$ cat src/rtl/agc_pkg.sv
// Shared types and constants for the AGC sample sequencer.
package agc_pkg;

    // Sequencer control states.
    typedef enum logic [1:0] {
        IDLE  = 2'd0,
        ISSUE = 2'd1,
        WAIT  = 2'd2,
        GAP   = 2'd3
    } agc_seq_state_t;

    // Configuration bus geometry and register map.
    localparam int CFG_ADDR_W = 2;
    localparam int CFG_DATA_W = 16;

    localparam logic [CFG_ADDR_W-1:0] CFG_ADDR_FILTER = 2'd0;
    localparam logic [CFG_ADDR_W-1:0] CFG_ADDR_ERROR  = 2'd1;
    localparam logic [CFG_ADDR_W-1:0] CFG_ADDR_R      = 2'd2;

endpackage

$ cat src/rtl/agc_sequencer_if.sv
// Bundle of the upstream stream, config port, AGC core port and downstream
// stream seen by the sequencer. "slave" is the sequencer side, "master" the
// surrounding system.
interface agc_sequencer_if
    import agc_pkg::*;
#(
    parameter int W_IN        = 16,
    parameter int W_IN_MODULE = 26,
    parameter int FILTERWIDTH = 13,
    parameter int RWIDTH      = 8
);
    // Upstream sample stream
    logic                          in_valid;
    logic                          in_ready;
    logic signed [W_IN-1:0]        in_I;
    logic signed [W_IN-1:0]        in_Q;
    // Configuration writes
    logic                          cfg_wr;
    logic [CFG_ADDR_W-1:0]         cfg_addr;
    logic [CFG_DATA_W-1:0]         cfg_data;
    // AGC core side
    logic signed [W_IN-1:0]        agc_dataI;
    logic signed [W_IN-1:0]        agc_dataQ;
    logic                          agc_valid;
    logic [FILTERWIDTH-1:0]        agc_filter;
    logic [FILTERWIDTH-1:0]        agc_error;
    logic [RWIDTH-1:0]             agc_r;
    logic                          agc_vout;
    logic signed [W_IN_MODULE-1:0] agc_outI;
    logic signed [W_IN_MODULE-1:0] agc_outQ;
    // Downstream result stream
    logic                          out_valid;
    logic                          out_ready;
    logic signed [W_IN_MODULE-1:0] out_I;
    logic signed [W_IN_MODULE-1:0] out_Q;
    // Status
    logic                          cfg_pending;
    logic                          busy;
    logic                          err_timeout;
    logic                          err_spurious;

    modport slave (
        input  in_valid, in_I, in_Q, cfg_wr, cfg_addr, cfg_data,
               agc_vout, agc_outI, agc_outQ, out_ready,
        output in_ready, agc_dataI, agc_dataQ, agc_valid, agc_filter,
               agc_error, agc_r, out_valid, out_I, out_Q, cfg_pending,
               busy, err_timeout, err_spurious
    );

    modport master (
        output in_valid, in_I, in_Q, cfg_wr, cfg_addr, cfg_data,
               agc_vout, agc_outI, agc_outQ, out_ready,
        input  in_ready, agc_dataI, agc_dataQ, agc_valid, agc_filter,
               agc_error, agc_r, out_valid, out_I, out_Q, cfg_pending,
               busy, err_timeout, err_spurious
    );

endinterface

$ cat src/rtl/agc_cfg_regs.sv
// Shadow/active coefficient bank. Writes land in the shadow copy; the active
// copy driving the AGC only moves at a sample start, so coefficients stay
// frozen while a sample is in flight.
module agc_cfg_regs
    import agc_pkg::*;
#(
    parameter int FILTERWIDTH = 13,
    parameter int RWIDTH      = 8
) (
    input  logic                   clk,
    input  logic                   rst_n,
    input  logic                   cfg_wr,
    input  logic [CFG_ADDR_W-1:0]  cfg_addr,
    input  logic [CFG_DATA_W-1:0]  cfg_data,
    input  logic                   sample_start,
    output logic [FILTERWIDTH-1:0] act_filter,
    output logic [FILTERWIDTH-1:0] act_error,
    output logic [RWIDTH-1:0]      act_r,
    output logic                   cfg_pending
);

    logic [FILTERWIDTH-1:0] shd_filter_q, shd_filter_d;
    logic [FILTERWIDTH-1:0] shd_error_q,  shd_error_d;
    logic [RWIDTH-1:0]      shd_r_q,      shd_r_d;
    logic [FILTERWIDTH-1:0] act_filter_q, act_filter_d;
    logic [FILTERWIDTH-1:0] act_error_q,  act_error_d;
    logic [RWIDTH-1:0]      act_r_q,      act_r_d;
    logic                   pending_q,    pending_d;
    logic                   apply;

    // Upper data bits are don't-care for the narrower registers.
    logic unused_cfg_bits;
    assign unused_cfg_bits = ^cfg_data;

    // Apply uses the pre-write shadow; a write in the same cycle keeps pending set.
    always_comb begin
        shd_filter_d = shd_filter_q;
        shd_error_d  = shd_error_q;
        shd_r_d      = shd_r_q;
        act_filter_d = act_filter_q;
        act_error_d  = act_error_q;
        act_r_d      = act_r_q;
        pending_d    = pending_q;
        apply        = sample_start && pending_q;

        if (apply) begin
            act_filter_d = shd_filter_q;
            act_error_d  = shd_error_q;
            act_r_d      = shd_r_q;
            pending_d    = 1'b0;
        end

        if (cfg_wr) begin
            case (cfg_addr)
                CFG_ADDR_FILTER: begin
                    shd_filter_d = cfg_data[FILTERWIDTH-1:0];
                    pending_d    = 1'b1;
                end
                CFG_ADDR_ERROR: begin
                    shd_error_d = cfg_data[FILTERWIDTH-1:0];
                    pending_d   = 1'b1;
                end
                CFG_ADDR_R: begin
                    shd_r_d   = cfg_data[RWIDTH-1:0];
                    pending_d = 1'b1;
                end
                default: ;
            endcase
        end
    end

    // Register bank with async clear.
    always_ff @(posedge clk or negedge rst_n) begin
        if (!rst_n) begin
            shd_filter_q <= '0;
            shd_error_q  <= '0;
            shd_r_q      <= '0;
            act_filter_q <= '0;
            act_error_q  <= '0;
            act_r_q      <= '0;
            pending_q    <= 1'b0;
        end else begin
            shd_filter_q <= shd_filter_d;
            shd_error_q  <= shd_error_d;
            shd_r_q      <= shd_r_d;
            act_filter_q <= act_filter_d;
            act_error_q  <= act_error_d;
            act_r_q      <= act_r_d;
            pending_q    <= pending_d;
        end
    end

    assign act_filter  = act_filter_q;
    assign act_error   = act_error_q;
    assign act_r       = act_r_q;
    assign cfg_pending = pending_q;

endmodule

$ cat src/rtl/agc_sequencer.sv
// Sample scheduler in front of the AGC core: one strobe per accepted sample,
// spaced at least SAMPLE_PERIOD clocks, result held until downstream takes it.
module agc_sequencer
    import agc_pkg::*;
#(
    parameter int W_IN          = 16,
    parameter int W_IN_MODULE   = 26,
    parameter int FILTERWIDTH   = 13,
    parameter int RWIDTH        = 8,
    parameter int SAMPLE_PERIOD = 40,
    parameter int TIMEOUT       = 64
) (
    input logic            clk,
    input logic            rst_n,
    agc_sequencer_if.slave bus
);

    // The period counter is 0 during ISSUE and counts every clock after it,
    // saturating well above both limits.
    localparam int CNT_W = $clog2(SAMPLE_PERIOD + TIMEOUT + 2);
    // Leaving GAP when the counter steps to SAMPLE_PERIOD-1 puts the IDLE
    // accept cycle exactly SAMPLE_PERIOD clocks after the previous strobe.
    localparam logic [CNT_W-1:0] GAP_LAST   = CNT_W'(SAMPLE_PERIOD - 2);
    localparam logic [CNT_W-1:0] WAIT_LIMIT = CNT_W'(TIMEOUT);

    agc_seq_state_t                state_q, state_d;
    logic [CNT_W-1:0]              cnt_q, cnt_d;
    logic signed [W_IN-1:0]        idat_q, idat_d;
    logic signed [W_IN-1:0]        qdat_q, qdat_d;
    logic signed [W_IN_MODULE-1:0] ires_q, ires_d;
    logic signed [W_IN_MODULE-1:0] qres_q, qres_d;
    logic                          agc_valid_q, agc_valid_d;
    logic                          out_valid_q, out_valid_d;
    logic                          busy_q, busy_d;
    logic                          err_timeout_q, err_timeout_d;
    logic                          err_spurious_q, err_spurious_d;
    logic                          in_ready;
    logic                          accept;
    logic [FILTERWIDTH-1:0]        act_filter, act_error;
    logic [RWIDTH-1:0]             act_r;
    logic                          cfg_pending;

    function automatic logic [CNT_W-1:0] sat_inc(input logic [CNT_W-1:0] v);
        return (&v) ? v : v + 1'b1;
    endfunction

    assign in_ready = (state_q == IDLE) && (!out_valid_q || bus.out_ready);
    assign accept   = bus.in_valid && in_ready;

    agc_cfg_regs #(
        .FILTERWIDTH (FILTERWIDTH),
        .RWIDTH      (RWIDTH)
    ) u_cfg (
        .clk          (clk),
        .rst_n        (rst_n),
        .cfg_wr       (bus.cfg_wr),
        .cfg_addr     (bus.cfg_addr),
        .cfg_data     (bus.cfg_data),
        .sample_start (accept),
        .act_filter   (act_filter),
        .act_error    (act_error),
        .act_r        (act_r),
        .cfg_pending  (cfg_pending)
    );

    // Next-state, sample/result capture and sticky error flags.
    always_comb begin
        state_d        = state_q;
        cnt_d          = sat_inc(cnt_q);
        idat_d         = idat_q;
        qdat_d         = qdat_q;
        ires_d         = ires_q;
        qres_d         = qres_q;
        out_valid_d    = out_valid_q && !bus.out_ready;
        err_timeout_d  = err_timeout_q;
        err_spurious_d = err_spurious_q;

        case (state_q)
            IDLE: begin
                if (accept) begin
                    idat_d  = bus.in_I;
                    qdat_d  = bus.in_Q;
                    cnt_d   = '0;
                    state_d = ISSUE;
                end
            end
            ISSUE: state_d = WAIT;
            WAIT: begin
                if (bus.agc_vout) begin
                    ires_d      = bus.agc_outI;
                    qres_d      = bus.agc_outQ;
                    out_valid_d = 1'b1;
                    state_d     = GAP;
                end else if (cnt_q == WAIT_LIMIT) begin
                    err_timeout_d = 1'b1;
                    state_d       = GAP;
                end
            end
            GAP: begin
                if (cnt_q >= GAP_LAST) state_d = IDLE;
            end
            default: state_d = IDLE;
        endcase

        if (bus.agc_vout && (state_q != WAIT)) err_spurious_d = 1'b1;

        agc_valid_d = (state_d == ISSUE);
        busy_d      = (state_d != IDLE);
    end

    // All control, data and status registers; reset aborts any sample in flight.
    always_ff @(posedge clk or negedge rst_n) begin
        if (!rst_n) begin
            state_q        <= IDLE;
            cnt_q          <= '0;
            idat_q         <= '0;
            qdat_q         <= '0;
            ires_q         <= '0;
            qres_q         <= '0;
            agc_valid_q    <= 1'b0;
            out_valid_q    <= 1'b0;
            busy_q         <= 1'b0;
            err_timeout_q  <= 1'b0;
            err_spurious_q <= 1'b0;
        end else begin
            state_q        <= state_d;
            cnt_q          <= cnt_d;
            idat_q         <= idat_d;
            qdat_q         <= qdat_d;
            ires_q         <= ires_d;
            qres_q         <= qres_d;
            agc_valid_q    <= agc_valid_d;
            out_valid_q    <= out_valid_d;
            busy_q         <= busy_d;
            err_timeout_q  <= err_timeout_d;
            err_spurious_q <= err_spurious_d;
        end
    end

    assign bus.in_ready     = in_ready;
    assign bus.agc_dataI    = idat_q;
    assign bus.agc_dataQ    = qdat_q;
    assign bus.agc_valid    = agc_valid_q;
    assign bus.agc_filter   = act_filter;
    assign bus.agc_error    = act_error;
    assign bus.agc_r        = act_r;
    assign bus.out_valid    = out_valid_q;
    assign bus.out_I        = ires_q;
    assign bus.out_Q        = qres_q;
    assign bus.cfg_pending  = cfg_pending;
    assign bus.busy         = busy_q;
    assign bus.err_timeout  = err_timeout_q;
    assign bus.err_spurious = err_spurious_q;

endmodule

$ cat src/flat_wrapper.sv
// flat-port wrapper written by rule: the top's interface ports become plain ports
module agc_sequencer_flat import agc_pkg::*;
#(
    parameter int W_IN          = 16,
    parameter int W_IN_MODULE   = 26,
    parameter int FILTERWIDTH   = 13,
    parameter int RWIDTH        = 8,
    parameter int SAMPLE_PERIOD = 40,
    parameter int TIMEOUT       = 64
)
  (clk, rst_n, bus_in_valid, bus_in_I, bus_in_Q, bus_cfg_wr, bus_cfg_addr, bus_cfg_data, bus_agc_vout, bus_agc_outI, bus_agc_outQ, bus_out_ready, bus_in_ready, bus_agc_dataI, bus_agc_dataQ, bus_agc_valid, bus_agc_filter, bus_agc_error, bus_agc_r, bus_out_valid, bus_out_I, bus_out_Q, bus_cfg_pending, bus_busy, bus_err_timeout, bus_err_spurious);
  agc_sequencer_if #(.W_IN(W_IN), .W_IN_MODULE(W_IN_MODULE), .FILTERWIDTH(FILTERWIDTH), .RWIDTH(RWIDTH)) bus_i ();
  input logic clk;
  input logic rst_n;
  input wire logic [$bits(bus_i.in_valid)-1:0] bus_in_valid;
  input wire logic [$bits(bus_i.in_I)-1:0] bus_in_I;
  input wire logic [$bits(bus_i.in_Q)-1:0] bus_in_Q;
  input wire logic [$bits(bus_i.cfg_wr)-1:0] bus_cfg_wr;
  input wire logic [$bits(bus_i.cfg_addr)-1:0] bus_cfg_addr;
  input wire logic [$bits(bus_i.cfg_data)-1:0] bus_cfg_data;
  input wire logic [$bits(bus_i.agc_vout)-1:0] bus_agc_vout;
  input wire logic [$bits(bus_i.agc_outI)-1:0] bus_agc_outI;
  input wire logic [$bits(bus_i.agc_outQ)-1:0] bus_agc_outQ;
  input wire logic [$bits(bus_i.out_ready)-1:0] bus_out_ready;
  output wire logic [$bits(bus_i.in_ready)-1:0] bus_in_ready;
  output wire logic [$bits(bus_i.agc_dataI)-1:0] bus_agc_dataI;
  output wire logic [$bits(bus_i.agc_dataQ)-1:0] bus_agc_dataQ;
  output wire logic [$bits(bus_i.agc_valid)-1:0] bus_agc_valid;
  output wire logic [$bits(bus_i.agc_filter)-1:0] bus_agc_filter;
  output wire logic [$bits(bus_i.agc_error)-1:0] bus_agc_error;
  output wire logic [$bits(bus_i.agc_r)-1:0] bus_agc_r;
  output wire logic [$bits(bus_i.out_valid)-1:0] bus_out_valid;
  output wire logic [$bits(bus_i.out_I)-1:0] bus_out_I;
  output wire logic [$bits(bus_i.out_Q)-1:0] bus_out_Q;
  output wire logic [$bits(bus_i.cfg_pending)-1:0] bus_cfg_pending;
  output wire logic [$bits(bus_i.busy)-1:0] bus_busy;
  output wire logic [$bits(bus_i.err_timeout)-1:0] bus_err_timeout;
  output wire logic [$bits(bus_i.err_spurious)-1:0] bus_err_spurious;
  assign bus_i.in_valid = bus_in_valid;
  assign bus_i.in_I = bus_in_I;
  assign bus_i.in_Q = bus_in_Q;
  assign bus_i.cfg_wr = bus_cfg_wr;
  assign bus_i.cfg_addr = bus_cfg_addr;
  assign bus_i.cfg_data = bus_cfg_data;
  assign bus_i.agc_vout = bus_agc_vout;
  assign bus_i.agc_outI = bus_agc_outI;
  assign bus_i.agc_outQ = bus_agc_outQ;
  assign bus_i.out_ready = bus_out_ready;
  assign bus_in_ready = bus_i.in_ready;
  assign bus_agc_dataI = bus_i.agc_dataI;
  assign bus_agc_dataQ = bus_i.agc_dataQ;
  assign bus_agc_valid = bus_i.agc_valid;
  assign bus_agc_filter = bus_i.agc_filter;
  assign bus_agc_error = bus_i.agc_error;
  assign bus_agc_r = bus_i.agc_r;
  assign bus_out_valid = bus_i.out_valid;
  assign bus_out_I = bus_i.out_I;
  assign bus_out_Q = bus_i.out_Q;
  assign bus_cfg_pending = bus_i.cfg_pending;
  assign bus_busy = bus_i.busy;
  assign bus_err_timeout = bus_i.err_timeout;
  assign bus_err_spurious = bus_i.err_spurious;
  agc_sequencer #(.W_IN(W_IN), .W_IN_MODULE(W_IN_MODULE), .FILTERWIDTH(FILTERWIDTH), .RWIDTH(RWIDTH), .SAMPLE_PERIOD(SAMPLE_PERIOD), .TIMEOUT(TIMEOUT)) u_core (.clk(clk), .rst_n(rst_n), .bus(bus_i));
endmodule
$ cat config.mk
export PLATFORM = sky130hd
export DESIGN_NAME = agc_sequencer_flat
export DESIGN_NICKNAME = d
export VERILOG_FILES = /design/src/rtl/agc_pkg.sv /design/src/rtl/agc_sequencer_if.sv /design/src/rtl/agc_cfg_regs.sv /design/src/rtl/agc_sequencer.sv /design/src/flat_wrapper.sv
export SDC_FILE = /design/constraint.sdc
export NUM_CORES = 1
export LEC_CHECK = 0
export CAP_MARGIN = 20
export CORE_UTILIZATION = 45
export CTS_CLUSTER_SIZE = 28
export DETAILED_ROUTE_END_ITERATION = 8
export PLACE_DENSITY_LB_ADDON = 0.08
export SYNTH_ARGS = -nofsm -noshare
export SYNTH_HDL_FRONTEND = slang
export SYNTH_SLANG_ARGS = --single-unit
$ cat constraint.sdc
create_clock -name clk -period 1.8 [get_ports clk]
set_input_delay 0.45 -clock clk [delete_from_list [all_inputs] [get_ports clk]]
set_output_delay 0.45 -clock clk [all_outputs]
set_load 0.02 [all_outputs]
==> metrics.txt, run 1 <==
Worst Path Required=2.10 ns; H-tree Lvls=4; CTS tree=done; P&R area growth vs syn=50.42%; Worst R2R Start=u_core.bus.out_valid; Syn Inst Count=393; WP data arrival=2.03 ns; register area share after synthesis=0.6462; fin worst setup slack=0.07202 ns; core footprint=0.01393 mm²; post-layout util=0.6981; Wirelength per Cell=17.54 µm; first-pass GRT wire length=23.15 mm; Placed Area=0.009165 mm²; max-slew violations=0; nets=762; count of state elements after synthesis=167; type of the worst setup path=flip-flop to flip-flop; Initial Util=0.4641; Inst Count DP=806; worst path cell trace=nor2b_4 -> nor3b_4 -> nand2b_1 -> inv_4 -> nand2_8 -> buf_12 -> mux2_4; Crit Path Max Fanout=11; gpl congestion=0.7187; Tmin final=1.728 ns; share of layout cells above drive strength 1=0.3213; Worst-Margin Slew=0.3852 ns; clk sinks=167; total of max-cap violations=0; RR Endpoint=u_core.u_cfg.act_filter[3]; routed wire length=14.79 mm; final period utilization=0.9600; Hold Path Cell Cnt=3; GRT Residual Overflow=0; fin area=0.009728 mm²; async set or reset register ratio after synthesis=1.000; Syn Area/Cell=16.46 µm²; vias in the first global route=4,458; I/O pin count=233; CP max-delay cell=dfrtp_1; number of enable flip-flop cells after synthesis=0; Final Setup Violations=0; Yosys cell types=30; Die H=121.9 µm; Pwr Total=16.40 mW; run status=complete, no violations; fill count=1,019; Vias=4,150; Final TNS setup=0 ns; maximum clock path buffer count=2; First-pass DRT Iterations=4; Peak Freq=578.7 MHz; yosys warns=0; root buf cell=clkbuf_16; startpoint types=flip-flop; PortBufs=229; Worst Reg-to-Reg Cells=7; Mapped Area=0.006467 mm²; total track usage=0.2079; diode count=0; leak pwr=4.572 nW; Cell Pwr Density=1686 mW/mm²; DRC=0; CP max stage delay=0.38 ns; unrepaired setup endpoints after global routing=false; Non-Filler Instances=843; Worst Hold End=u_core.bus.out_valid; worst skew pair latency=0.42 ns; final setup skew=0.004480 ns; # rows=43; reg2reg setup slack=0.07 ns; hold wc startpoint=bus_out_ready; Peak VDD IR=941.8 µV; Worst Hold Slack=0.4110 ns; min-delay worst type=input pin to flip-flop; Worst-path clk slew=0.06 ns; TritonCTS Buffers=17; initial antenna violation count=0; post-route antenna net violation count=0; dominant synthesized flop cell=dfrtp_1; Initial DRC Count=96; Post-Syn Nets=504; dpl hpwl=10.22 mm; routed vias/inst=4.923; Setup WS pre-CTS=-0.4835 ns; Chip Width=121.9 µm; Worst setup EP type=flip-flop; Slew headroom=0.7422; Die Area=0.01486 mm²; final hold vios=0; pin count of the biggest net entering global routing=54
[metal layers]
metal	up-vias	wire length, µm	track usage
met5	-	0	0
met4	0	228	0.08873
met3	15	1262	0.07444
met2	156	7126	0.3390
met1	2066	6173	0.2479
li1	1913	-	-
[critical path, delay by kind of cell (launching register included)]
family / cells / cell delay, ns
and+or+nand+nor: 4 / 0.60
DFF: 1 / 0.38
buffers and inverters: 2 / 0.31
muxes: 1 / 0.30
[cell families after synthesis]
family | synth area share
adders and majority gates | 0.005804
and+or+nand+nor | 0.03250
buffers and inverters | 0.01625
AOI/OAI and AO/OA | 0.01296
muxes | 0.2836
DFF | 0.6462
xor gates and xnor gates | 0.002709
[worst max-delay path by stage]
| stage | startpoint | endpoint | slack, ns | depth (start not counted) |
|---|---|---|---|---|
| after floorplan | u_core.bus.out_valid | u_core.bus.agc_dataI[0] | 0.14 | 6 |
| after global placement | bus_out_ready | bus_in_ready | -0.47 | 4 |
| after detailed placement | bus_out_ready | bus_in_ready | -0.48 | 4 |
| after CTS | u_core.bus.agc_valid | bus_agc_valid | 0.002 | 1 |
| after global routing | u_core.bus.out_valid | u_core.u_cfg.act_filter[3] | 0.008 | 7 |
| final | u_core.bus.out_valid | u_core.u_cfg.act_filter[3] | 0.07 | 7 |
[state kept, by name, indices dropped and copies added, names as in the netlist, 2 cells and up]
name and count:
u_core.bus.agc_dataI 16, u_core.cnt_q 7, u_core.bus.out_Q 26, u_core.u_cfg.shd_error_q 13, u_core.u_cfg.shd_filter_q 13, u_core.u_cfg.shd_r_q 8, u_core.u_cfg.act_filter 13, u_core.u_cfg.act_error 13
u_core.state_q 2, u_core.bus.out_I 26, u_core.bus.agc_dataQ 16, u_core.u_cfg.act_r 8
[timing repair]
action                                  in CTS  in global routing
buffers inserted                             0                  1
pin swaps                                    0                  2
hold buffers                                 1                  0
endpoints found under the hold margin       29                  0
cloned                                       0                  4
endpoints found under the setup margin     124                 64
gates resized for setup                    130                  5
[cell usage in the layout (no fill, tap or decap), types with 2 or more instances in the layout]
master | netlist | layout
dfrtp_1 | 167 | 167
dlygate4sd2_1 | 0 | 123
mux2_2 | 122 | 122
clkdlybuf4s50_1 | 0 | 102
mux2_4 | 30 | 30
clkbuf_16 | 0 | 20
nor2_1 | 11 | 11
buf_4 | 0 | 11
buf_12 | 0 | 10
clkinv_2 | 0 | 6
o21ai_0 | 5 | 5
nor3_1 | 5 | 4
a21oi_1 | 4 | 4
nand3_1 | 4 | 4
nand2b_1 | 3 | 3
nand3b_1 | 3 | 3
ha_1 | 3 | 3
bufinv_16 | 0 | 3
inv_1 | 2 | 2
and3_1 | 2 | 2
nand2_1 | 2 | 2
a21o_1 | 2 | 2
clkbuf_8 | 0 | 2
clkbuf_1 | 0 | 2
buf_6 | 3 | 2
dlymetal6s2s_1 | 0 | 2
[power breakdown]
part / total, mW / internal (mW) / leakage, nW / switching [mW]
clock: 3.62 / 2.23 / 0.292 / 1.39
combinational: 6.58 / 3.24 / 2.28 / 3.34
sequential: 6.20 / 5.35 / 2.00 / 0.847
[synth_stat cells, types with 2 or more instances]
cell type	n	area (µm²)
ha_1	3	37.54
nor3_1	5	25.02
nor2_1	11	41.29
nand3_1	4	20.02
nand2b_1	3	18.77
a21o_1	2	15.01
nand3b_1	3	22.52
and3_1	2	12.51
mux2_2	122	1374
nand2_1	2	7.510
a21oi_1	4	20.02
o21ai_0	5	25.02
buf_6	3	33.78
inv_1	2	7.510
dfrtp_1	167	4179
mux2_4	30	450.4
buf_2	12	60.06
[final cells by class]
cell class	instances	area, µm²	area share
flip-flops and latches	167	4179	0.4296
repair buffers	254	2514	0.2584
multi-input cells	208	2208	0.2270
clock buffers	21	460.4	0.04733
well taps	180	225.2	0.02315
clock inverters	10	127.6	0.01312
inverters	3	13.76	0.001415
Power figures use the tool's default switching activity.
==> run 2: changes to the inputs <==
--- a/config.mk
+++ b/config.mk
@@ -6,9 +6,10 @@
 export NUM_CORES = 1
 export LEC_CHECK = 0
 export CAP_MARGIN = 20
-export CORE_UTILIZATION = 45
+export CORE_UTILIZATION = 50
 export CTS_CLUSTER_SIZE = 28
 export DETAILED_ROUTE_END_ITERATION = 8
+export DONT_BUFFER_PORTS = 1
 export PLACE_DENSITY_LB_ADDON = 0.08
 export SYNTH_ARGS = -nofsm -noshare
 export SYNTH_HDL_FRONTEND = slang
==> metrics.txt, run 2 (synthesis gave the netlist of run 1 again) <==
initial antenna violation count=0 (unchanged); total of max-cap violations=0 (unchanged); Worst-path clk slew=0.06 ns (about the same); failing checks=negative hold slack; CP max-delay cell=dfrtp_1 (unchanged); Initial Util=0.5125 (was 0.4641); min-delay worst type=input pin to asynchronous set/reset pin (was input pin to flip-flop); I/O pin count=233 (unchanged); DRC=0 (unchanged); clk sinks=167 (unchanged); type of the worst setup path=flip-flop to flip-flop (unchanged); final setup skew=0.004725 ns (was 0.004480 ns); Buf/Inv on CP=2 (unchanged); power share of the combinational group=0.183 (was 0.401); Chip Width=115.7 µm (was 121.9 µm); share of layout cells above drive strength 1=0.4836 (was 0.3213); leak pwr=3.374 nW (was 4.572 nW); Worst Path Required=2.10 ns (about the same); post-route antenna net violation count=0 (unchanged); Peak Freq=582.9 MHz (was 578.7 MHz); Final TNS setup=0 ns (unchanged); Worst-Margin Slew=0.4996 ns (was 0.3852 ns); Pint=9.398 mW (was 10.82 mW); maximum clock path buffer count=2 (unchanged); CP max stage delay=0.37 ns (was 0.38 ns); diode count=0 (unchanged); Crit Path Max Fanout=6 (was 11); root buf cell=clkbuf_16 (unchanged); Reg power frac=0.567 (was 0.378); Placed Area=0.006729 mm² (was 0.009165 mm²); CTS tree=done (unchanged); startpoint types=flip-flop (unchanged); power share of the clock group=0.250 (was 0.221); PortBufs=0 (was 229); TritonCTS Buffers=17 (unchanged); Initial DRC Count=116 (was 96); WP data arrival=2.02 ns (was 2.03 ns); Worst Reg-to-Reg Cells=7 (unchanged); nets=527 (was 762); First-pass DRT Iterations=4 (unchanged); RR Endpoint=u_core.u_cfg.act_r[3] (was u_core.u_cfg.act_filter[3]); Worst Hold Slack=-0.2694 ns (was 0.4110 ns); # rows=41 (was 43); Top delay family on crit path=simple AND/OR/NAND/NOR gates (unchanged); worst path cell trace=nor2b_4 -> nor3b_4 -> nand2b_4 -> inv_4 -> nand2_8 -> clkbuf_16 -> mux2_4 (was nor2b_4 -> nor3b_4 -> nand2b_1 -> inv_4 -> nand2_8 -> buf_12 -> mux2_4); Tmin final=1.716 ns (was 1.728 ns); final hold vios=167 (was 0); routed vias/inst=5.457 (was 4.923); most common cell after layout, fill and taps aside=dfrtp_1 (unchanged); Final Setup Violations=0 (unchanged); Peak VDD IR=810.2 µV (was 941.8 µV); gpl congestion=0.7580 (was 0.7187); max-slew violations=0 (unchanged); H-tree Lvls=4 (unchanged); Worst setup EP type=flip-flop (unchanged); routed wire length=12.02 mm (was 14.79 mm); vias in the first global route=3,301 (was 4,458); Psw=5.074 mW (was 5.577 mW); Die Area=0.01339 mm² (was 0.01486 mm²); worst skew pair latency=0.42 ns (about the same); total track usage=0.1800 (was 0.2079); P&R area growth vs syn=15.53% (was 50.42%); Vias=3,263 (was 4,150); core footprint=0.01262 mm² (was 0.01393 mm²); run status=complete, but fails checks (was complete, no violations); Slew headroom=0.6659 (was 0.7422); Die H=115.7 µm (was 121.9 µm); fill count=998 (was 1,019); Cell Pwr Density=1937 mW/mm² (was 1686 mW/mm²); Wirelength per Cell=20.10 µm (was 17.54 µm); first-pass GRT wire length=17.66 mm (was 23.15 mm); Stages on worst setup path=7 (unchanged); fin area=0.007472 mm² (was 0.009728 mm²); final period utilization=0.9531 (was 0.9600); Worst R2R Start=u_core.bus.out_valid (unchanged); pin count of the biggest net entering global routing=168 (was 54); reg2reg setup slack=0.08 ns (was 0.07 ns); GRT Residual Overflow=0 (unchanged); dpl hpwl=8.043 mm (was 10.22 mm); commonest cells after routing, fill and taps aside=dfrtp_1, mux2_2, mux2_4 (was dfrtp_1, dlygate4sd2_1, mux2_2); switching part of the total=0.3506 (was 0.3400)
[run 2: routing by layer]
layer | GRT usage | wire [µm]
met1 | 0.2055 | 4516
met2 | 0.2918 | 5965
met3 | 0.08054 | 1360
met4 | 0.08205 | 174
met5 | 0 | 0
[run 2: how the worst max path moves through the flow]
stage / endpoint / slack [ns] / startpoint
2_1_floorplan: u_core.bus.agc_dataI[0] / 0.14 / u_core.bus.out_valid
3_3_place_gp: u_core.u_cfg.act_filter[11] / 0.10 / u_core.bus.out_valid
3_5_place_dp: u_core.u_cfg.act_filter[9] / 0.07 / u_core.bus.out_valid
4_1_cts: bus_in_ready / 0.04 / u_core.state_q[0]
5_1_grt: u_core.u_cfg.act_r[3] / -0.02 / u_core.bus.out_valid
6_report: u_core.u_cfg.act_r[3] / 0.08 / u_core.bus.out_valid
[run 2: area by class of cell]
cell class	instances	area [µm²]	area share
sequential	167	4179	0.5593
multi-input combinational	208	2222	0.2974
clock buffer	21	470.5	0.06296
timing repair buffer	19	247.7	0.03315
tap	172	215.2	0.02880
clock inverter	8	123.9	0.01658
inverter	3	13.76	0.001842
[run 2: repair_timing]
action,4_1_cts,5_1_grt
setup buffers,0,2
pin swaps,0,2
hold endpoints to repair,167,167
setup endpoints to repair,1,67
resized for setup,1,8
gates cloned,0,4
[run 2: per-stage QoR]
stage,setup WS (ns),util,total power [mW],cells
final,0.08438,0.5921,14.47,598
after global routing,-0.01622,0.5921,15.24,598
after CTS,0.03849,0.5807,14.54,592
after detailed placement,0.07394,0.5332,10.87,563
after global placement,0.1027,0.5332,10.71,563
after floorplan,0.1424,-,10.08,393
[run 2: power groups by stage]
stage	Sequential, mW	Clock (mW)	Combinational, mW
2_1_floorplan	7.87	0	2.21
3_3_place_gp	8.26	0	2.46
3_5_place_dp	8.29	0	2.58
4_1_cts	8.24	3.70	2.59
5_1_grt	8.44	3.89	2.91
6_report	8.21	3.61	2.65
